`src/rtl/gcu_sb_pkg.sv`:
```
`default_nettype none
// ============================================================================
// gcu_sb_pkg : shared entry-state encoding and err_status bit indices
// Rev 1.0
// ============================================================================
package gcu_sb_pkg;

   typedef enum logic [1:0] {
      ST_IDLE   = 2'd0,
      ST_WAIT   = 2'd1,
      ST_PEND   = 2'd2,
      ST_ISSUED = 2'd3
   } entry_state_e;

   localparam int unsigned c_err_w         = 3;
   localparam int unsigned c_err_underflow = 0;
   localparam int unsigned c_err_range     = 1;
   localparam int unsigned c_err_live_init = 2;

endpackage
`default_nettype wire

```
`src/rtl/gcu_sb_prio_enc.sv`:
```
`default_nettype none
// ============================================================================
// gcu_sb_prio_enc : lowest-index-first priority encoder over MAX_NODES requests
// Rev 1.0
// ============================================================================
module gcu_sb_prio_enc #(
   parameter int MAX_NODES = 8,
   parameter int IDX_W     = 4
) (
   input  logic [MAX_NODES-1:0] i_req,
   output logic                 o_valid,
   output logic [IDX_W-1:0]     o_idx
);

   // Scan from the top so the lowest set index is the last one written
   always_comb begin
      o_valid = 1'b0;
      o_idx   = '0;
      for (int i = MAX_NODES - 1; i >= 0; i--) begin
         if (i_req[i]) begin
            o_valid = 1'b1;
            o_idx   = IDX_W'(i);
         end
      end
   end

endmodule
`default_nettype wire

```
`src/rtl/gcu_ready_scoreboard.sv`:
```
`default_nettype none
// ============================================================================
// gcu_ready_scoreboard : per-node child-completion scoreboard with ready offer
// Optional sticky error reporting under GCU_SB_ERR_STATUS_EN.   Rev 1.0
// ============================================================================
module gcu_ready_scoreboard
   import gcu_sb_pkg::*;
#(
   parameter int NODE_ID_W      = 4,
   parameter int MAX_NODES      = 8,
   parameter int CHILD_CNT_W    = 16,
   parameter int NUM_DONE_PORTS = 2
) (
   input  logic                                clk,
   input  logic                                rst_n,
   input  logic                                init_valid,
   input  logic [NODE_ID_W-1:0]                init_node_id,
   input  logic [CHILD_CNT_W-1:0]              init_children_count,
   input  logic [NUM_DONE_PORTS-1:0]           done_valid,
   input  logic [NUM_DONE_PORTS*NODE_ID_W-1:0] done_parent_id,
   input  logic                                release_valid,
   input  logic [NODE_ID_W-1:0]                release_node_id,
   output logic                                ready_valid,
   output logic [NODE_ID_W-1:0]                ready_node_id,
   input  logic                                ready_accept,
   input  logic                                query_valid,
   input  logic [NODE_ID_W-1:0]                query_node_id,
   output logic                                resp_valid,
   output logic [CHILD_CNT_W-1:0]              resp_pending_count,
   output logic                                resp_front_ready,
   output logic [2:0]                          err_status,
   input  logic                                err_clear
);

   localparam int HIT_W = $clog2(NUM_DONE_PORTS + 1);

   entry_state_e            state_q [MAX_NODES];
   entry_state_e            state_d [MAX_NODES];
   logic [CHILD_CNT_W-1:0]  count_q [MAX_NODES];
   logic [CHILD_CNT_W-1:0]  count_d [MAX_NODES];
   logic                    ready_valid_q, ready_valid_d;
   logic [NODE_ID_W-1:0]    ready_node_id_q, ready_node_id_d;
   logic                    resp_valid_q, resp_valid_d;
   logic                    resp_front_ready_q, resp_front_ready_d;
   logic [CHILD_CNT_W-1:0]  resp_pending_count_q, resp_pending_count_d;
   logic [c_err_w-1:0]      err_q, err_d, err_set;
   logic [MAX_NODES-1:0]    pend_stable;
   logic                    enc_valid;
   logic [NODE_ID_W-1:0]    enc_idx;
   logic                    accept_fire, offer_released, offer_still_pend;
   logic [HIT_W-1:0]        hits;

   function automatic logic in_range(input logic [NODE_ID_W-1:0] id);
      return 32'(id) < 32'(MAX_NODES);
   endfunction

   // Entry update: release > init > (done, accept)
   always_comb begin
      err_set     = '0;
      hits        = '0;
      accept_fire = ready_valid_q && ready_accept;
      if (init_valid && !in_range(init_node_id))       err_set[c_err_range] = 1'b1;
      if (release_valid && !in_range(release_node_id)) err_set[c_err_range] = 1'b1;
      if (query_valid && !in_range(query_node_id))     err_set[c_err_range] = 1'b1;
      for (int p = 0; p < NUM_DONE_PORTS; p++) begin
         if (done_valid[p] && !in_range(done_parent_id[p*NODE_ID_W +: NODE_ID_W]))
            err_set[c_err_range] = 1'b1;
      end
      for (int i = 0; i < MAX_NODES; i++) begin
         state_d[i] = state_q[i];
         count_d[i] = count_q[i];
         hits       = '0;
         for (int p = 0; p < NUM_DONE_PORTS; p++) begin
            if (done_valid[p] && done_parent_id[p*NODE_ID_W +: NODE_ID_W] == NODE_ID_W'(i))
               hits = hits + HIT_W'(1);
         end
         if (release_valid && release_node_id == NODE_ID_W'(i)) begin
            state_d[i] = ST_IDLE;
            count_d[i] = '0;
         end else if (init_valid && init_node_id == NODE_ID_W'(i)) begin
            count_d[i] = init_children_count;
            state_d[i] = (init_children_count != '0) ? ST_WAIT : ST_PEND;
            if (state_q[i] != ST_IDLE) err_set[c_err_live_init] = 1'b1;
         end else begin
            if (hits != '0) begin
               if (state_q[i] == ST_WAIT) begin
                  if (CHILD_CNT_W'(hits) >= count_q[i]) begin
                     if (CHILD_CNT_W'(hits) > count_q[i]) err_set[c_err_underflow] = 1'b1;
                     count_d[i] = '0;
                     state_d[i] = ST_PEND;
                  end else begin
                     count_d[i] = count_q[i] - CHILD_CNT_W'(hits);
                  end
               end else begin
                  err_set[c_err_underflow] = 1'b1;
               end
            end
            if (accept_fire && ready_node_id_q == NODE_ID_W'(i)) state_d[i] = ST_ISSUED;
         end
      end
   end

   // Only entries already PEND before this edge and still PEND after it are
   // eligible, which gives the one-cycle offer delay after entering PEND.
   always_comb begin
      offer_released   = release_valid && (release_node_id == ready_node_id_q);
      offer_still_pend = 1'b0;
      for (int i = 0; i < MAX_NODES; i++) begin
         pend_stable[i] = (state_q[i] == ST_PEND) && (state_d[i] == ST_PEND);
         if (ready_node_id_q == NODE_ID_W'(i) && state_d[i] == ST_PEND) offer_still_pend = 1'b1;
      end
      ready_valid_d   = ready_valid_q;
      ready_node_id_d = ready_node_id_q;
      if (ready_valid_q && offer_released) begin
         ready_valid_d = 1'b0;
      end else if (ready_valid_q && !ready_accept) begin
         ready_valid_d = offer_still_pend;
      end else begin
         ready_valid_d = enc_valid;
         if (enc_valid) ready_node_id_d = enc_idx;
      end
   end

   gcu_sb_prio_enc #(
      .MAX_NODES (MAX_NODES),
      .IDX_W     (NODE_ID_W)
   ) u_prio_enc (
      .i_req   (pend_stable),
      .o_valid (enc_valid),
      .o_idx   (enc_idx)
   );

   always_comb begin
      resp_valid_d         = query_valid;
      resp_pending_count_d = '0;
      resp_front_ready_d   = 1'b0;
      for (int i = 0; i < MAX_NODES; i++) begin
         if (query_valid && query_node_id == NODE_ID_W'(i)) begin
            resp_pending_count_d = count_d[i];
            resp_front_ready_d   = (state_d[i] != ST_IDLE) && (count_d[i] == '0);
         end
      end
   end

`ifdef GCU_SB_ERR_STATUS_EN
   always_comb begin
      err_d = (err_clear ? '0 : err_q) | err_set;
   end
`else
   logic err_unused;
   assign err_unused = ^{err_set, err_clear};
   always_comb begin
      err_d = '0;
   end
`endif

   always_ff @(posedge clk or negedge rst_n) begin
      if (!rst_n) begin
         for (int i = 0; i < MAX_NODES; i++) begin
            state_q[i] <= ST_IDLE;
            count_q[i] <= '0;
         end
         ready_valid_q        <= 1'b0;
         ready_node_id_q      <= '0;
         resp_valid_q         <= 1'b0;
         resp_pending_count_q <= '0;
         resp_front_ready_q   <= 1'b0;
         err_q                <= '0;
      end else begin
         for (int i = 0; i < MAX_NODES; i++) begin
            state_q[i] <= state_d[i];
            count_q[i] <= count_d[i];
         end
         ready_valid_q        <= ready_valid_d;
         ready_node_id_q      <= ready_node_id_d;
         resp_valid_q         <= resp_valid_d;
         resp_pending_count_q <= resp_pending_count_d;
         resp_front_ready_q   <= resp_front_ready_d;
         err_q                <= err_d;
      end
   end

   assign ready_valid        = ready_valid_q;
   assign ready_node_id      = ready_node_id_q;
   assign resp_valid         = resp_valid_q;
   assign resp_pending_count = resp_pending_count_q;
   assign resp_front_ready   = resp_front_ready_q;
   assign err_status         = err_q;

endmodule
`default_nettype wire

```
`config.mk`:
```
export PLATFORM = sky130hd
export DESIGN_NAME = gcu_ready_scoreboard
export DESIGN_NICKNAME = d
export VERILOG_FILES = /design/src/rtl/gcu_sb_pkg.sv /design/src/rtl/gcu_sb_prio_enc.sv /design/src/rtl/gcu_ready_scoreboard.sv
export SDC_FILE = /design/constraint.sdc
export NUM_CORES = 1
export LEC_CHECK = 0
export CORE_MARGIN = 2
export CORE_UTILIZATION = 60
export DETAILED_ROUTE_END_ITERATION = 10
export HOLD_SLACK_MARGIN = 0.08
export PLACE_DENSITY_LB_ADDON = 0.3
export SYNTH_ARGS = -nofsm -noshare
export SYNTH_HDL_FRONTEND = slang
export SYNTH_SLANG_ARGS = --single-unit
```
`constraint.sdc`:
```
create_clock -name clk -period 6.2 [get_ports clk]
set_input_delay 1.24 -clock clk [delete_from_list [all_inputs] [get_ports clk]]
set_output_delay 1.24 -clock clk [all_outputs]
set_load 0.005 [all_outputs]
```
==> qor.csv <==
stage,metric,value,unit
synthesis,ys flop type,dfrtp_1,
synthesis,Post-Synth Adder-Cell Area,4.47,%
synthesis,largest cells by area after synthesis,"dfrtp_1 (33%), nand2_1 (5.5%), nor2_1 (4.6%)",
synthesis,Async SR Flop Fraction,100,%
cts,post-CTS setup repair buffer count,0,
cts,"Clk pin slew, worst setup/hold paths",0.07,ns
finish,share of cells above drive strength 1,10.1,%
route,drt total wl,49000,µm
min_path,Hold Path Class,reg -> reg,
cts,TritonCTS Sinks,166,
finish,area growth from synthesis to layout,14.0,%
sta,RSZ-0062 raised after global routing,no,
finish,Layout Nets,1667,
cts,CTS tree,built,
synthesis,most instantiated library cell after synthesis,nand2_1,
cts,latest clock arrival within the worst-skew pair,0.45,ns
placement,Placed Cells,1833,
cts,H-tree Lvls,4,
die,row count,52,
route,1st-iter DRT viols,2029,
power_and_ir_drop,Leak,0.00570,µW
die,IO Pins,71,
synthesis,largest family of logic cells by synthesized area,simple AND/OR/NAND/NOR gates,
die,core area,0.0204,mm²
critical_path,reg2reg path depth,15,
synthesis,register area share after synthesis,33.1,%
sta,final hold vios,0,
global_routing,first-pass GRT wire length,73900,µm
sta,max-slew violations,0,
sta,Final setup viols,0,
run,max cap viols,0,
placement,Buffers on Ports,65,
power_and_ir_drop,Worst VDD drop,198,µV
synthesis,post-synthesis mux area share,2.87,%
sta,post-route setup TNS,0,ns
global_routing,initial antenna violation count,2,
route,drt first pass iters,6,
run_status,status,"finished, final reports clean",
global_routing,grt ovf,0,
cts,root buf cell,clkbuf_16,
global_routing,overall routing resource usage,44.8,%
critical_path,data required time of the worst path,6.57,ns
synthesis,post-synthesis cell area,0.0125,mm²
global_routing,largest net degree at the start of global routing,68,
cts,total CTS buffers,17,
route,ANT nets after route,0,
synthesis,YS warnings,0,
critical_path,WP data arrival,6.16,ns
min_path,Hold Crit Depth,2,
finish,Non-Filler Instances,1866,
synthesis,Netlist cell types,90,
synthesis,xor/xnor share of the synthesized area,6.64,%
cts,CTS Hold Bufs,0,
synthesis,Synth top area share,33.1,%
synthesis,post-synthesis average cell area,8.30,µm²
synthesis,"EDFF count, synth",0,
die,die area,0.0221,mm²
synthesis,"area leader, netlist",dfrtp_1,
sta,Layout Skew,0.0127,ns
synthesis,"flops & latches, synth",166,
sta,final worst path period share,93.5,%
critical_path,startpoint type of the worst setup path,input pin,
die,die height,149,µm
cts,CTS resizes,0,
cts,Bufs on Longest Clock Path,2,
critical_path,crit path max fanout,13,
sta,Slew @ Worst Pin,1.06,ns
sta,"Min Clock Period, post-route",5.80,ns
sta,FMAX,0.172,GHz
synthesis,compound-cell area share of the yosys netlist,21.2,%
synthesis,Mapped Cells,1511,
sta,Slew headroom,28.7,%
power_and_ir_drop,total power,4770,µW
placement,Post-DP HPWL,35800,µm
synthesis,Post-Synth Simple-Gate Area,27.4,%
route,drt via density,7.16,
finish,Final Core Density,70.2,%
critical_path,WS Path Type,in -> reg,
die,Initial Utilization,61.6,%
route,DRC,0,
placement,GPL Wtd Cong,1.15,
die,die width,149,µm
synthesis,Post-synth top cells,"nand2_1 (184), dfrtp_1 (166), nor2_1 (153)",
sta,hold_ws,0.629,ns
route,Via Count,13400,
critical_path,CP Capture Type,register,
route,Wirelength per Cell,26.2,µm
global_routing,vias in the first global route,12700,
power_and_ir_drop,Pwr Density,334,mW/mm²
## final cells by class
type | instances | area (µm²)
clock buffers | 20 | 447
repair buffers | 126 | 1100
flip-flops and latches | 166 | 4150
fillers | 1636 | 6070
inverters | 57 | 214
diodes | 1 | 2.50
well taps | 270 | 338
clock inverters | 12 | 166
multi-input cells | 1214 | 7870
## critical path, stage by stage
cell	delay [ns]
clkdlybuf4s50_1	0.47
or3b_2	0.51
nor3_1	0.27
inv_1	0.09
ha_1	0.29
ha_1	0.15
inv_1	0.06
fa_1	0.45
a211o_1	0.36
nor4_4	0.40
or3_1	0.42
o21ai_0	0.33
nor4_1	0.39
o211ai_1	0.32
o311a_1	0.28
o2111ai_1	0.13
## layout by cell type (no fill, tap or decap), types with 9 or more instances in the layout
cell type        count
a211oi_1            10
a21oi_1             74
a22o_1              10
a22oi_1             16
a31oi_1             13
buf_4               61
clkbuf_16           17
clkdlybuf4s50_1     63
dfrtp_1            166
ha_1                32
inv_1               56
mux2i_1              9
mux4_2              11
nand2_1            184
nand2b_1            17
nand3_1             29
nand3b_1            10
nand4_1             17
nor2_1             153
nor2b_1             16
nor3_1              44
nor3b_1             12
nor4_1              45
nor4b_1             13
o211ai_1            14
o21ai_0            109
o21ai_1             14
o31ai_1             10
o41ai_1             13
or2_2               15
or3_1               29
or3b_2              12
or4_1               20
xnor2_1             58
xor2_1              37
## logic make-up (layout without fill, tap and decap cells)
logic type,after synthesis,in the layout
mux,22,22
buf+inv,134,215
compound gates,393,393
other cells,1,5
flops,166,166
xor+xnor,95,95
fa+ha+maj,40,40
simple gates,660,660
## registers in the layout (all words and copies together) (netlist names)
name and flops:
ready_node_id 3, ready_valid 1, state_q 16, count_q 128
resp_pending_count 16, resp_valid 1, resp_front_ready 1
## power breakdown
group	internal [µW]	switching, µW
registers	1360	352
clock network	653	503
logic	760	1150
## routing by layer
| metal | up-vias | part of all wire [%] | global-route usage (%) |
|---|---|---|---|
| met5 | - | 0.15 | 2.05 |
| met4 | 4 | 8.4 | 28.6 |
| met3 | 320 | 16 | 17.8 |
| met2 | 1091 | 41 | 64.7 |
| met1 | 6232 | 35 | 55.9 |
| li1 | 5712 | - | - |
## worst paths after layout
check                               from  slack [ns]                to
max in group asynchronous          rst_n        4.14       count_q[97]
min reg2reg                   state_q[1]        0.63        state_q[1]
max reg2reg                  count_q[48]        2.24  resp_front_ready
min in group asynchronous          rst_n        0.79       count_q[85]
max                        done_valid[0]        0.40  resp_front_ready
min                           state_q[1]        0.63        state_q[1]
## metrics by stage
stage	cell area (µm²)	setup WS [ns]
after floorplan	12600	1.14
after global placement	13700	0.229
after detailed placement	13700	0.115
after CTS	14300	0.570
after global routing	14300	0.242
final	14300	0.401
No activity file was read; power rests on OpenSTA's default activity.
